--- src/rtl/tt_dec_eval.sv ---
// Registered decoder-tree function evaluator: one-hot minterm decode of in_vec plus
// F(in_vec) from a runtime-programmable minterm mask, with serial mask load and minterm-count sweep.
module tt_dec_eval #(
  parameter int N_IN = 4,
  parameter logic [(2**N_IN)-1:0] DEF_MASK = 16'h0DE0
) (
  input  logic                     clk,
  input  logic                     rst_n,
  input  logic                     en_n,
  input  logic                     in_valid,
  input  logic [N_IN-1:0]          in_vec,
  output logic                     out_valid,
  output logic [(2**N_IN)-1:0]     onehot,
  output logic                     f,
  input  logic                     prog_start,
  input  logic                     prog_valid,
  input  logic                     prog_bit,
  output logic                     prog_busy,
  output logic                     prog_done,
  input  logic                     sweep_start,
  output logic                     sweep_busy,
  output logic                     sweep_done,
  output logic [N_IN:0]            sweep_count
);

  localparam int MASK_W = 2**N_IN;
  localparam logic [N_IN:0] IDX_LAST = (N_IN+1)'(MASK_W - 1);
  localparam logic [N_IN:0] IDX_END  = (N_IN+1)'(MASK_W);

  typedef enum logic [1:0] {
    IDLE  = 2'd0,
    PROG  = 2'd1,
    SWEEP = 2'd2
  } state_t;

  state_t              state_r, state_s;
  logic [MASK_W-1:0]   mask_r, mask_s;
  logic [MASK_W-1:0]   shadow_r, shadow_s;
  logic [N_IN:0]       idx_r, idx_s;
  logic [N_IN:0]       cnt_r, cnt_s;
  logic [N_IN:0]       sweep_count_r, sweep_count_s;
  logic                out_valid_r, out_valid_s;
  logic [MASK_W-1:0]   onehot_r, onehot_s;
  logic                f_r, f_s;
  logic                prog_busy_r, prog_busy_s;
  logic                prog_done_r, prog_done_s;
  logic                sweep_busy_r, sweep_busy_s;
  logic                sweep_done_r, sweep_done_s;

  // Next-state, mask/shadow/counter updates and next output values
  always_comb begin
    state_s       = state_r;
    mask_s        = mask_r;
    shadow_s      = shadow_r;
    idx_s         = idx_r;
    cnt_s         = cnt_r;
    sweep_count_s = sweep_count_r;
    out_valid_s   = 1'b0;
    onehot_s      = {MASK_W{1'b0}};
    f_s           = 1'b0;
    prog_done_s   = 1'b0;
    sweep_done_s  = 1'b0;

    case (state_r)
      IDLE: begin
        if (in_valid && !en_n) begin
          out_valid_s = 1'b1;
          onehot_s    = {{(MASK_W-1){1'b0}}, 1'b1} << in_vec;
          f_s         = mask_r[in_vec];
        end else begin
          out_valid_s = 1'b0;
          onehot_s    = {MASK_W{1'b0}};
          f_s         = 1'b0;
        end
        // A simultaneous sweep request is dropped in favour of programming
        if (prog_start) begin
          state_s  = PROG;
          idx_s    = {(N_IN+1){1'b0}};
          shadow_s = {MASK_W{1'b0}};
        end else if (sweep_start) begin
          state_s = SWEEP;
          idx_s   = {(N_IN+1){1'b0}};
          cnt_s   = {(N_IN+1){1'b0}};
        end else begin
          idx_s = {(N_IN+1){1'b0}};
        end
      end
      PROG: begin
        if (prog_start) begin
          idx_s    = {(N_IN+1){1'b0}};
          shadow_s = {MASK_W{1'b0}};
        end else if (prog_valid) begin
          shadow_s[idx_r[N_IN-1:0]] = prog_bit;
          if (idx_r == IDX_LAST) begin
            mask_s      = shadow_s;
            prog_done_s = 1'b1;
            state_s     = IDLE;
            idx_s       = {(N_IN+1){1'b0}};
          end else begin
            idx_s = idx_r + {{N_IN{1'b0}}, 1'b1};
          end
        end else begin
          idx_s = idx_r;
        end
      end
      SWEEP: begin
        // Index runs one past the last minterm so the final count lands a cycle later
        if (idx_r == IDX_END) begin
          sweep_count_s = cnt_r;
          sweep_done_s  = 1'b1;
          state_s       = IDLE;
          idx_s         = {(N_IN+1){1'b0}};
        end else begin
          cnt_s = cnt_r + {{N_IN{1'b0}}, mask_r[idx_r[N_IN-1:0]]};
          idx_s = idx_r + {{N_IN{1'b0}}, 1'b1};
        end
      end
      default: begin
        state_s = IDLE;
        idx_s   = {(N_IN+1){1'b0}};
      end
    endcase

    prog_busy_s  = (state_s == PROG);
    sweep_busy_s = (state_s == SWEEP);
  end

  // State and output registers with synchronous active-low reset
  always_ff @(posedge clk) begin
    if (!rst_n) begin
      state_r       <= IDLE;
      mask_r        <= DEF_MASK;
      shadow_r      <= {MASK_W{1'b0}};
      idx_r         <= {(N_IN+1){1'b0}};
      cnt_r         <= {(N_IN+1){1'b0}};
      sweep_count_r <= {(N_IN+1){1'b0}};
      out_valid_r   <= 1'b0;
      onehot_r      <= {MASK_W{1'b0}};
      f_r           <= 1'b0;
      prog_busy_r   <= 1'b0;
      prog_done_r   <= 1'b0;
      sweep_busy_r  <= 1'b0;
      sweep_done_r  <= 1'b0;
    end else begin
      state_r       <= state_s;
      mask_r        <= mask_s;
      shadow_r      <= shadow_s;
      idx_r         <= idx_s;
      cnt_r         <= cnt_s;
      sweep_count_r <= sweep_count_s;
      out_valid_r   <= out_valid_s;
      onehot_r      <= onehot_s;
      f_r           <= f_s;
      prog_busy_r   <= prog_busy_s;
      prog_done_r   <= prog_done_s;
      sweep_busy_r  <= sweep_busy_s;
      sweep_done_r  <= sweep_done_s;
    end
  end

  assign out_valid   = out_valid_r;
  assign onehot      = onehot_r;
  assign f           = f_r;
  assign prog_busy   = prog_busy_r;
  assign prog_done   = prog_done_r;
  assign sweep_busy  = sweep_busy_r;
  assign sweep_done  = sweep_done_r;
  assign sweep_count = sweep_count_r;

endmodule

--- config.mk ---
export PLATFORM = sky130hd
export DESIGN_NAME = tt_dec_eval
export DESIGN_NICKNAME = d
export VERILOG_FILES = /design/src/rtl/tt_dec_eval.sv
export SDC_FILE = /design/constraint.sdc
export NUM_CORES = 1
export LEC_CHECK = 0
export CAP_MARGIN = 20
export CELL_PAD_IN_SITES_DETAIL_PLACEMENT = 2
export CELL_PAD_IN_SITES_GLOBAL_PLACEMENT = 2
export CORE_MARGIN = 2
export CORE_UTILIZATION = 35
export DETAILED_ROUTE_END_ITERATION = 10
export PLACE_DENSITY_LB_ADDON = 0.2
export SLEW_MARGIN = 10
export SYNTH_ARGS = -nofsm -noshare
export SYNTH_HDL_FRONTEND = slang
export SYNTH_SLANG_ARGS = --single-unit
--- constraint.sdc ---
create_clock -name clk -period 3.09 [get_ports clk]
set_input_delay 0.618 -clock clk [delete_from_list [all_inputs] [get_ports clk]]
set_output_delay 0.618 -clock clk [all_outputs]
set_load 0.05 [all_outputs]
==> run_results.csv, run 1 <==
group,metric,value,unit
place,hpwlAfterDp,6860,um
worst_setup_path,cp-end-kind,"register",
global_routing,overflow,0,
synth,synthesis.nets,386,
sta,rsz0062_at_grt,"no",
global_routing,grt.total_usage,20.1,%
place,io_buffers,38,
floorplan,die_h,102,um
synth,synth_edf_count,0,
clocking,clock_path_buffers,2,
floorplan,die_area,10300,sq um
synth,synth_top_family_by_area,"simple AND/OR/NAND/NOR gates",
layout,antennaDiodeCount,0,
sta,min_period,2.49,ns
synth,muxShareOfSynthArea,11.4,%
sta,hold_viol,0,
layout,drive_gt1_share,12.3,%
synth,yosysMostFrequentCell,"dfxtp_1",
synth,synth.avg_cell_area,9.22,sq um
power,leakage,0.00141,uW
status,status,"completed",
sta,relSlewSlack,55.7,%
synth,synth-seq-cells,71,
clocking,cts_made_buffers,9,
floorplan,start_util,36.1,%
detailed_routing,viasPerCell,5.26,
sta,setup_viol,0,
clocking,cts_setup_buffers,0,
synth,syn_area,3340,sq um
clocking,cts_sinks,71,
floorplan,rows,35,
synth,ys_seq_area_share,42.6,%
floorplan,ios,39,
sta,fin_worst_skew,0.00589,ns
run,drv_cap,0,
worst_setup_path,cp_max_fo,12,
synth,synth_fa_ha_area_share,4.50,%
layout,syn2layout_area_growth,19.2,%
place,routabilityCongestion,0.796,
synth,async_flop_share,0,%
synth,netlist_top_cells_count,"dfxtp_1, nor2_1, nand2_1",
clocking,h-tree-depth,3,
sta,fin_setup_tns,0,ns
detailed_routing,wl_per_cell,18.4,um
worst_setup_path,path_class,"reg -> reg",
layout,final_area,3980,sq um
floorplan,core_area,9240,sq um
clocking,root_buffer,"clkbuf_8",
global_routing,grt_pass1_wl,16000,um
synth,synth-xor-area-share,0,%
clocking,clock_latency,0.34,ns
worst_setup_path,cp.arrival,2.69,ns
power,power.density,439,nW/um^2
detailed_routing,vias,2767,
sta,whs,0.476,ns
power,peakVddDrop,161,uV
sta,worst_pin_slew,0.662,ns
detailed_routing,drc_errors,0,
clocking,hold_buffers,0,
synth,synth_ff_type,"dfxtp_1",
worst_setup_path,cp.required,3.29,ns
worst_setup_path,critPathLaunchType,"register",
sta,maxSlewViolCount,0,
synth,synth_cell_types,46,
place,dpl_cell_area,3830,sq um
layout,postLayoutCoreUtil,43.0,%
sta,fmaxAchievable,402,MHz
synth,yosysTopAreaCell,"dfxtp_1",
clocking,clkTransAtPathRegs,0.08,ns
power,totalPowerFinal,1740,uW
synth,synth_top_area_share,42.6,%
global_routing,grt_pass1_vias,3040,
synth,netlist_instances,362,
synth,yosys.area_share.simple,26.2,%
detailed_routing,ant_nets,0,
synth,synth-compound-area-share,10.6,%
clocking,cts-resized-gates,0,
global_routing,grt_max_degree,41,
detailed_routing,wl,9690,um
min_path,hp-class,"reg -> reg",
synth,yosys_warnings,0,
global_routing,antenna_found_initial,0,
floorplan,die_w,102,um
synth,synth_top_cells_by_area,"dfxtp_1, mux2_2, mux4_2",
clocking,cts_tree,"built",
detailed_routing,first_pass_iters,4,
sta,finalCritPeriodShare,80.5,%
detailed_routing,drtIter0Drc,54,
layout,finalNetCount,418,
==> state kept, by name, indices dropped and copies added (netlist names) <==
signal       count
mask_r          16
onehot          16
shadow_r        16
cnt_r            5
idx_r            5
sweep_count      5
state_r          2
f                1
out_valid        1
prog_busy        1
prog_done        1
sweep_busy       1
sweep_done       1
==> through the flow <==
stage / std cells / worst slack (ns)
6_report: 526 / 0.603
5_1_grt: 526 / 0.354
4_1_cts: 526 / 0.559
3_5_place_dp: 512 / 0.552
3_3_place_gp: 512 / 0.644
2_1_floorplan: 362 / 0.892
==> area by class of cell <==
cell class,instances,area (sq um)
fillers,1013,5260
multi-input cells,254,1760
flip-flops and latches,71,1420
repair buffers,45,433
well taps,129,161
clock buffers,9,124
inverters,13,48.8
clock inverters,5,27.5
==> report_power, final <==
group,switching (uW),internal (uW),leakage (uW)
Sequential,7.58,922,0.000573
Clock,354,277,0.0000805
Combinational,117,67.6,0.000755
==> layout by cell type (no fill, tap or decap), types with 2 or more instances in the layout <==
cell and n:
nor2b_1 19, a22oi_1 17, nor2_1 38, a32oi_1 2
nor3b_1 11, clkinv_2 4, a21oi_1 9, a211oi_1 2
and3_1 4, nand3_1 22, nand2b_1 6, inv_1 12
nor3_1 10, ha_1 12, clkdlybuf4s50_1 38, nand2_1 30
a21boi_0 5, mux4_2 8, o21ai_0 5, or3_1 4
nand3b_1 12, buf_4 7, dfxtp_1 71, mux2_2 17
clkbuf_8 9
==> worst max-delay path: stages (launching register included) <==
cell and delay, ns:
dfxtp_1 0.61, inv_1 0.13, ha_1 0.31, and4bb_1 0.36
o2bb2ai_1 0.32, a32oi_1 0.15, a2111oi_0 0.46
==> per-layer routing <==
layer  track usage [%]  wire [um]
met3              2.76        268
met2              34.7       4800
met4              5.61        108
met1              26.2       4510
met5                 0          0
==> final timing paths <==
check	startpoint	to	slack (ns)	depth (start not counted)
max	idx_r[0]$_SDFFE_PN0P_	sweep_busy$_SDFF_PN0_	0.60	6
max reg2reg	idx_r[0]$_SDFFE_PN0P_	sweep_busy$_SDFF_PN0_	0.60	6
min	sweep_count[2]$_SDFFE_PN0P_	sweep_count[2]$_SDFFE_PN0P_	0.48	2
min reg2reg	sweep_count[2]$_SDFFE_PN0P_	sweep_count[2]$_SDFFE_PN0P_	0.48	2
==> kinds of logic after synthesis <==
logic type               Yosys count
AO/OA/AOI/OAI                     51
adder cells (fa/ha/maj)           12
buffers and inverters             37
flip-flops                        71
multiplexers                      26
AND/OR/NAND/NOR                  165
Note: power is estimated with default switching activity, not from simulation.
==> run 2, diff against run 1 <==
--- a/config.mk
+++ b/config.mk
@@ -9,7 +9,7 @@
 export CELL_PAD_IN_SITES_DETAIL_PLACEMENT = 2
 export CELL_PAD_IN_SITES_GLOBAL_PLACEMENT = 2
 export CORE_MARGIN = 2
-export CORE_UTILIZATION = 35
+export CORE_UTILIZATION = 31
 export DETAILED_ROUTE_END_ITERATION = 10
 export PLACE_DENSITY_LB_ADDON = 0.2
 export SLEW_MARGIN = 10
==> constraint.sdc (replaced) <==
create_clock -name clk -period 2.1 [get_ports clk]
set_input_delay 0.42 -clock clk [delete_from_list [all_inputs] [get_ports clk]]
set_output_delay 0.42 -clock clk [all_outputs]
set_load 0.05 [all_outputs]
==> run_results.csv, run 2 (same netlist as run 1, synthesis figures left out) <==
group,metric,value,unit
clocking,hold_buffers,0,
sta,relSlewSlack,66.1,%
detailed_routing,wl,9910,um
layout,final_cell_mix,"dfxtp_1, nor2_1, clkdlybuf4s50_1, nand2_1, buf_4",
sta,worst_pin_slew,0.508,ns
global_routing,grt_pass1_vias,3101,
clocking,cts_made_buffers,9,
detailed_routing,drtIter0Drc,114,
layout,layout_commonest_cell,"dfxtp_1",
detailed_routing,vias,2814,
clocking,h-tree-depth,3,
min_path,min_to,"sweep_count[0]$_SDFFE_PN0P_",
global_routing,grt.total_usage,18.6,%
clocking,clock_latency,0.37,ns
worst_setup_path,path_class,"reg -> reg",
status,status,"completed",
sta,fin_worst_skew,0.0115,ns
clocking,root_buffer,"clkbuf_8",
worst_setup_path,reg2reg_slack,0.07,ns
place,routabilityCongestion,0.742,
place,hpwlAfterDp,7050,um
layout,nFillCells,1130,
place,io_buffers,38,
worst_setup_path,cp.arrival,2.33,ns
sta,setup_viol,0,
worst_setup_path,critPathLaunchType,"register",
worst_setup_path,timing.rr.end,"cnt_r[4]$_SDFFE_PN0P_",
sta,fmaxAchievable,492,MHz
floorplan,start_util,32.2,%
global_routing,grt_max_degree,41,
worst_setup_path,critPathBufInv,1,
clocking,cts_tree,"built",
clocking,cts_sinks,71,
worst_setup_path,path_delay_family,"multiplexers",
power,p_sw,790,uW
worst_setup_path,r2r_cells,9,
global_routing,antenna_found_initial,0,
worst_setup_path,cp.required,2.40,ns
power,power.density,676,nW/um^2
power,power_frac_seq,46.3,%
sta,rsz0062_at_grt,"yes",
layout,drive_gt1_share,22.7,%
worst_setup_path,critPathSlowestCell,"dfxtp_4",
floorplan,core_area,10400,sq um
worst_setup_path,critical_path.most_common_cell,"a21oi_2",
detailed_routing,wl_per_cell,17.7,um
min_path,hold_path.startpoint,"sweep_count[0]$_SDFFE_PN0P_",
layout,finalNetCount,442,
worst_setup_path,cp-end-kind,"register",
power,peakVddDrop,231,uV
detailed_routing,ant_nets,0,
min_path,hp-class,"reg -> reg",
place,place_inst,542,
worst_setup_path,path_cells,"buf_6, mux4_2, mux2i_4, a21oi_2, ha_2, ha_4, nand3_2, or3_1, a21oi_2",
sta,whs,0.476,ns
layout,fin_cells,559,
power,leakage,0.00156,uW
floorplan,rows,37,
sta,min_period,2.03,ns
detailed_routing,first_pass_iters,4,
detailed_routing,viasPerCell,5.03,
layout,syn2layout_area_growth,30.8,%
worst_setup_path,cp_max_fo,4,
power,clockPowerShare,43.3,%
sta,maxSlewViolCount,0,
power,p_comb_share,10.4,%
detailed_routing,drc_errors,0,
sta,finalCritPeriodShare,96.9,%
power,switching_share,26.8,%
clocking,clock_path_buffers,2,
sta,fin_setup_tns,0,ns
floorplan,ios,39,
worst_setup_path,critPathMaxStageDelay,0.37,ns
run,drv_cap,0,
clocking,clkTransAtPathRegs,0.08,ns
power,p_int,2160,uW
global_routing,overflow,0,
min_path,hold_path_depth,2,
global_routing,grt_pass1_wl,16600,um
sta,hold_viol,0,
worst_setup_path,reg2reg_from,"idx_r[0]$_SDFFE_PN0P_",
floorplan,die_area,11600,sq um
floorplan,die_h,108,um
layout,antennaDiodeCount,0,
floorplan,die_w,108,um
-- run 2: how the worst max path moves through the flow --
stage | from | end | slack (ns) | depth (start not counted)
6_report | idx_r[0]$_SDFFE_PN0P_ | cnt_r[4]$_SDFFE_PN0P_ | 0.07 | 9
5_1_grt | idx_r[0]$_SDFFE_PN0P_ | cnt_r[4]$_SDFFE_PN0P_ | -0.04 | 9
3_3_place_gp | prog_start | shadow_r[0]$_SDFFE_PN0P_ | -0.05 | 5
3_5_place_dp | prog_start | shadow_r[10]$_SDFFE_PN0P_ | -0.14 | 5
4_1_cts | idx_r[1]$_SDFFE_PN0P_ | sweep_busy$_SDFF_PN0_ | 0.003 | 8
2_1_floorplan | idx_r[0]$_SDFFE_PN0P_ | cnt_r[1]$_SDFFE_PN0P_ | 0.001 | 9
-- run 2: through the flow --
step                worst slack (ns)  area [sq um]  utilization, %  power [uW]
finish                        0.0656          4370            42.1        2950
global route                 -0.0400          4370            42.1        3080
CTS                          0.00332          4260            41.1        2960
detailed placement            -0.139          4020            38.8        1700
global placement             -0.0463          4020            38.8        1690
floorplan                    0.00108          3350               -        1570
-- run 2: timing repair --
item	4_1_cts	5_1_grt
pin swaps	3	6
endpoints found under the setup margin	4	21
gates resized for setup	5	24
setup buffers	0	1
-- run 2: power groups by stage --
stage | registers, uW | logic [uW] | clock network (uW)
2_1_floorplan | 1420 | 153 | 0
3_3_place_gp | 1400 | 293 | 0
3_5_place_dp | 1400 | 299 | 0
4_1_cts | 1370 | 301 | 1300
5_1_grt | 1370 | 335 | 1380
6_report | 1370 | 308 | 1280
-- run 2: per-layer routing --
| layer | GRT usage, % | share of wire, % | routed length, um |
|---|---|---|---|
| met4 | 7.60 | 1.4 | 139 |
| met2 | 30.2 | 49 | 4890 |
| met1 | 24.7 | 47 | 4690 |
| met3 | 2.60 | 1.9 | 193 |
| met5 | 0 | 0 | 0 |
-- run 2: final cells by class --
| type | instances | area (sq um) | share of cell area, % |
|---|---|---|---|
| Tap cell | 136 | 170 | 3.90 |
| Clock inverter | 7 | 101 | 2.32 |
| Timing Repair Buffer | 69 | 629 | 14.4 |
| Clock buffer | 9 | 124 | 2.84 |
| Inverter | 13 | 48.8 | 1.12 |
| Sequential cell | 71 | 1430 | 32.7 |
| Multi-Input combinational cell | 254 | 1870 | 42.7 |
-- run 2: worst reg2reg max path: stages (launching register included) --
cell	delay [ns]
dfxtp_4	0.37
buf_6	0.12
mux4_2	0.35
mux2i_4	0.08
a21oi_2	0.17
ha_2	0.23
ha_4	0.14
nand3_2	0.07
or3_1	0.34
a21oi_2	0.12
==> run 3, diff against run 2 <==
--- a/config.mk
+++ b/config.mk
@@ -11,6 +11,7 @@
 export CORE_MARGIN = 2
 export CORE_UTILIZATION = 31
 export DETAILED_ROUTE_END_ITERATION = 10
+export MAX_ROUTING_LAYER = met4
 export PLACE_DENSITY_LB_ADDON = 0.2
 export SLEW_MARGIN = 10
 export SYNTH_ARGS = -nofsm -noshare
==> run_results.csv, run 3 (same netlist as run 1, synthesis figures left out) <==
group,metric,value,unit
power,power.density,676,nW/um^2
power,peakVddDrop,232,uV
detailed_routing,wl_per_cell,17.8,um
sta,maxSlewViolCount,0,
layout,layout_commonest_cell,"dfxtp_1",
detailed_routing,ant_nets,0,
sta,relSlewSlack,66.1,%
worst_setup_path,reg2reg_from,"idx_r[0]$_SDFFE_PN0P_",
worst_setup_path,critPathSlowestCell,"dfxtp_4",
detailed_routing,vias,2806,
place,routabilityCongestion,0.752,
global_routing,overflow,0,
place,io_buffers,38,
sta,setup_viol,0,
sta,rsz0062_at_grt,"yes",
layout,final_cell_mix,"dfxtp_1, nor2_1, clkdlybuf4s50_1, nand2_1, buf_4",
floorplan,core_area,10400,sq um
sta,min_period,2.04,ns
global_routing,use_met1,24.7,%
clocking,clock_path_buffers,2,
floorplan,rows,37,
sta,worst_pin_slew,0.508,ns
global_routing,grt_max_degree,41,
min_path,hp-class,"reg -> reg",
global_routing,grt.total_usage,19.1,%
clocking,cts_made_buffers,9,
worst_setup_path,cp.arrival,2.33,ns
clocking,h-tree-depth,3,
layout,antennaDiodeCount,0,
global_routing,antenna_found_initial,0,
run,drv_cap,0,
sta,fmaxAchievable,491,MHz
worst_setup_path,path_cells,"buf_6, mux4_2, mux2i_4, a21oi_2, ha_2, ha_4, nand3_2, or3_1, a21oi_2",
clocking,cts_tree,"built",
clocking,root_buffer,"clkbuf_8",
layout,finalNetCount,442,
min_path,hold_path.startpoint,"sweep_count[0]$_SDFFE_PN0P_",
detailed_routing,viasPerCell,5.02,
detailed_routing,drtIter0Drc,134,
worst_setup_path,critPathBufInv,1,
global_routing,grt.met2_usage,30.2,%
worst_setup_path,critPathMaxStageDelay,0.37,ns
worst_setup_path,cp-end-kind,"register",
place,place_inst,542,
layout,fin_cells,559,
place,hpwlAfterDp,7050,um
detailed_routing,first_pass_iters,4,
clocking,cts_sinks,71,
sta,fin_worst_skew,0.0133,ns
floorplan,start_util,32.2,%
min_path,min_to,"sweep_count[0]$_SDFFE_PN0P_",
floorplan,ios,39,
worst_setup_path,timing.rr.end,"cnt_r[4]$_SDFFE_PN0P_",
layout,final_area,4370,sq um
clocking,clkTransAtPathRegs,0.08,ns
sta,hold_viol,0,
sta,finalCritPeriodShare,97.0,%
worst_setup_path,path_class,"reg -> reg",
layout,drive_gt1_share,22.7,%
place,dpl_cell_area,4020,sq um
clocking,clock_latency,0.37,ns
global_routing,grt_pass1_wl,16700,um
floorplan,die_h,108,um
global_routing,grt_pass1_vias,3090,
worst_setup_path,cp.required,2.40,ns
global_routing,top_usage_layer,"met2",
worst_setup_path,r2r_cells,9,
floorplan,die_w,108,um
global_routing,grt_util_met3,2.60,%
detailed_routing,drc_errors,0,
worst_setup_path,critical_path.most_common_cell,"a21oi_2",
worst_setup_path,path_delay_family,"multiplexers",
power,leakage,0.00156,uW
worst_setup_path,reg2reg_slack,0.06,ns
floorplan,die_area,11600,sq um
worst_setup_path,cp_max_fo,4,
detailed_routing,wl,9930,um
status,status,"completed",
worst_setup_path,critPathLaunchType,"register",
min_path,hold_path_depth,2,
layout,syn2layout_area_growth,30.8,%
sta,whs,0.476,ns
-- run 3: layout make-up --
| type | count | area (sq um) |
|---|---|---|
| repair buffers | 69 | 629 |
| inverters | 13 | 48.8 |
| clock buffers | 9 | 124 |
| well taps | 136 | 170 |
| flip-flops and latches | 71 | 1430 |
| fillers | 1130 | 6000 |
| clock inverters | 7 | 101 |
| multi-input cells | 254 | 1870 |
-- run 3: metrics by stage --
step / total power [uW] / setup TNS (ns) / utilization [%] / worst slack, ns
floorplan: 1570 / 0 / - / 0.00108
global placement: 1690 / -0.560 / 38.8 / -0.0463
detailed placement: 1700 / -1.59 / 38.8 / -0.139
CTS: 2960 / 0 / 41.1 / 0.00332
global route: 3080 / -0.128 / 42.1 / -0.0425
finish: 2950 / 0 / 42.1 / 0.0634
-- run 3: routing by layer --
layer,up-vias,wire [um]
met5,-,0
met2,27,4870
met3,10,196
met4,0,139
li1,1384,-
met1,1385,4720
-- run 3: worst max-delay path by stage --
| stage | endpoint | slack (ns) | depth (start not counted) | from |
|---|---|---|---|---|
| 2_1_floorplan | cnt_r[1]$_SDFFE_PN0P_ | 0.001 | 9 | idx_r[0]$_SDFFE_PN0P_ |
| 3_3_place_gp | shadow_r[0]$_SDFFE_PN0P_ | -0.05 | 5 | prog_start |
| 3_5_place_dp | shadow_r[10]$_SDFFE_PN0P_ | -0.14 | 5 | prog_start |
| 4_1_cts | sweep_busy$_SDFF_PN0_ | 0.003 | 8 | idx_r[1]$_SDFFE_PN0P_ |
| 5_1_grt | cnt_r[4]$_SDFFE_PN0P_ | -0.04 | 9 | idx_r[0]$_SDFFE_PN0P_ |
| 6_report | cnt_r[4]$_SDFFE_PN0P_ | 0.06 | 9 | idx_r[0]$_SDFFE_PN0P_ |
-- run 3: power breakdown --
part | switching [uW] | internal (uW) | total, uW
registers | 9.64 | 1360 | 1370
logic | 185 | 123 | 308
clock network | 598 | 681 | 1280
total | 793 | 2160 | 2950
-- run 3: timing repair --
action,CTS,global route
setup endpoints to repair,4,21
pin swaps,3,6
hold buffers,0,0
gates resized for setup,5,24
setup buffers,0,1
-- run 3: worst min-delay path, delay by kind of cell (launching register included) --
kind | cells | cell delay [ns]
and+or+nand+nor | 1 | 0.05
AOI/OAI and AO/OA | 1 | 0.07
DFF | 1 | 0.32
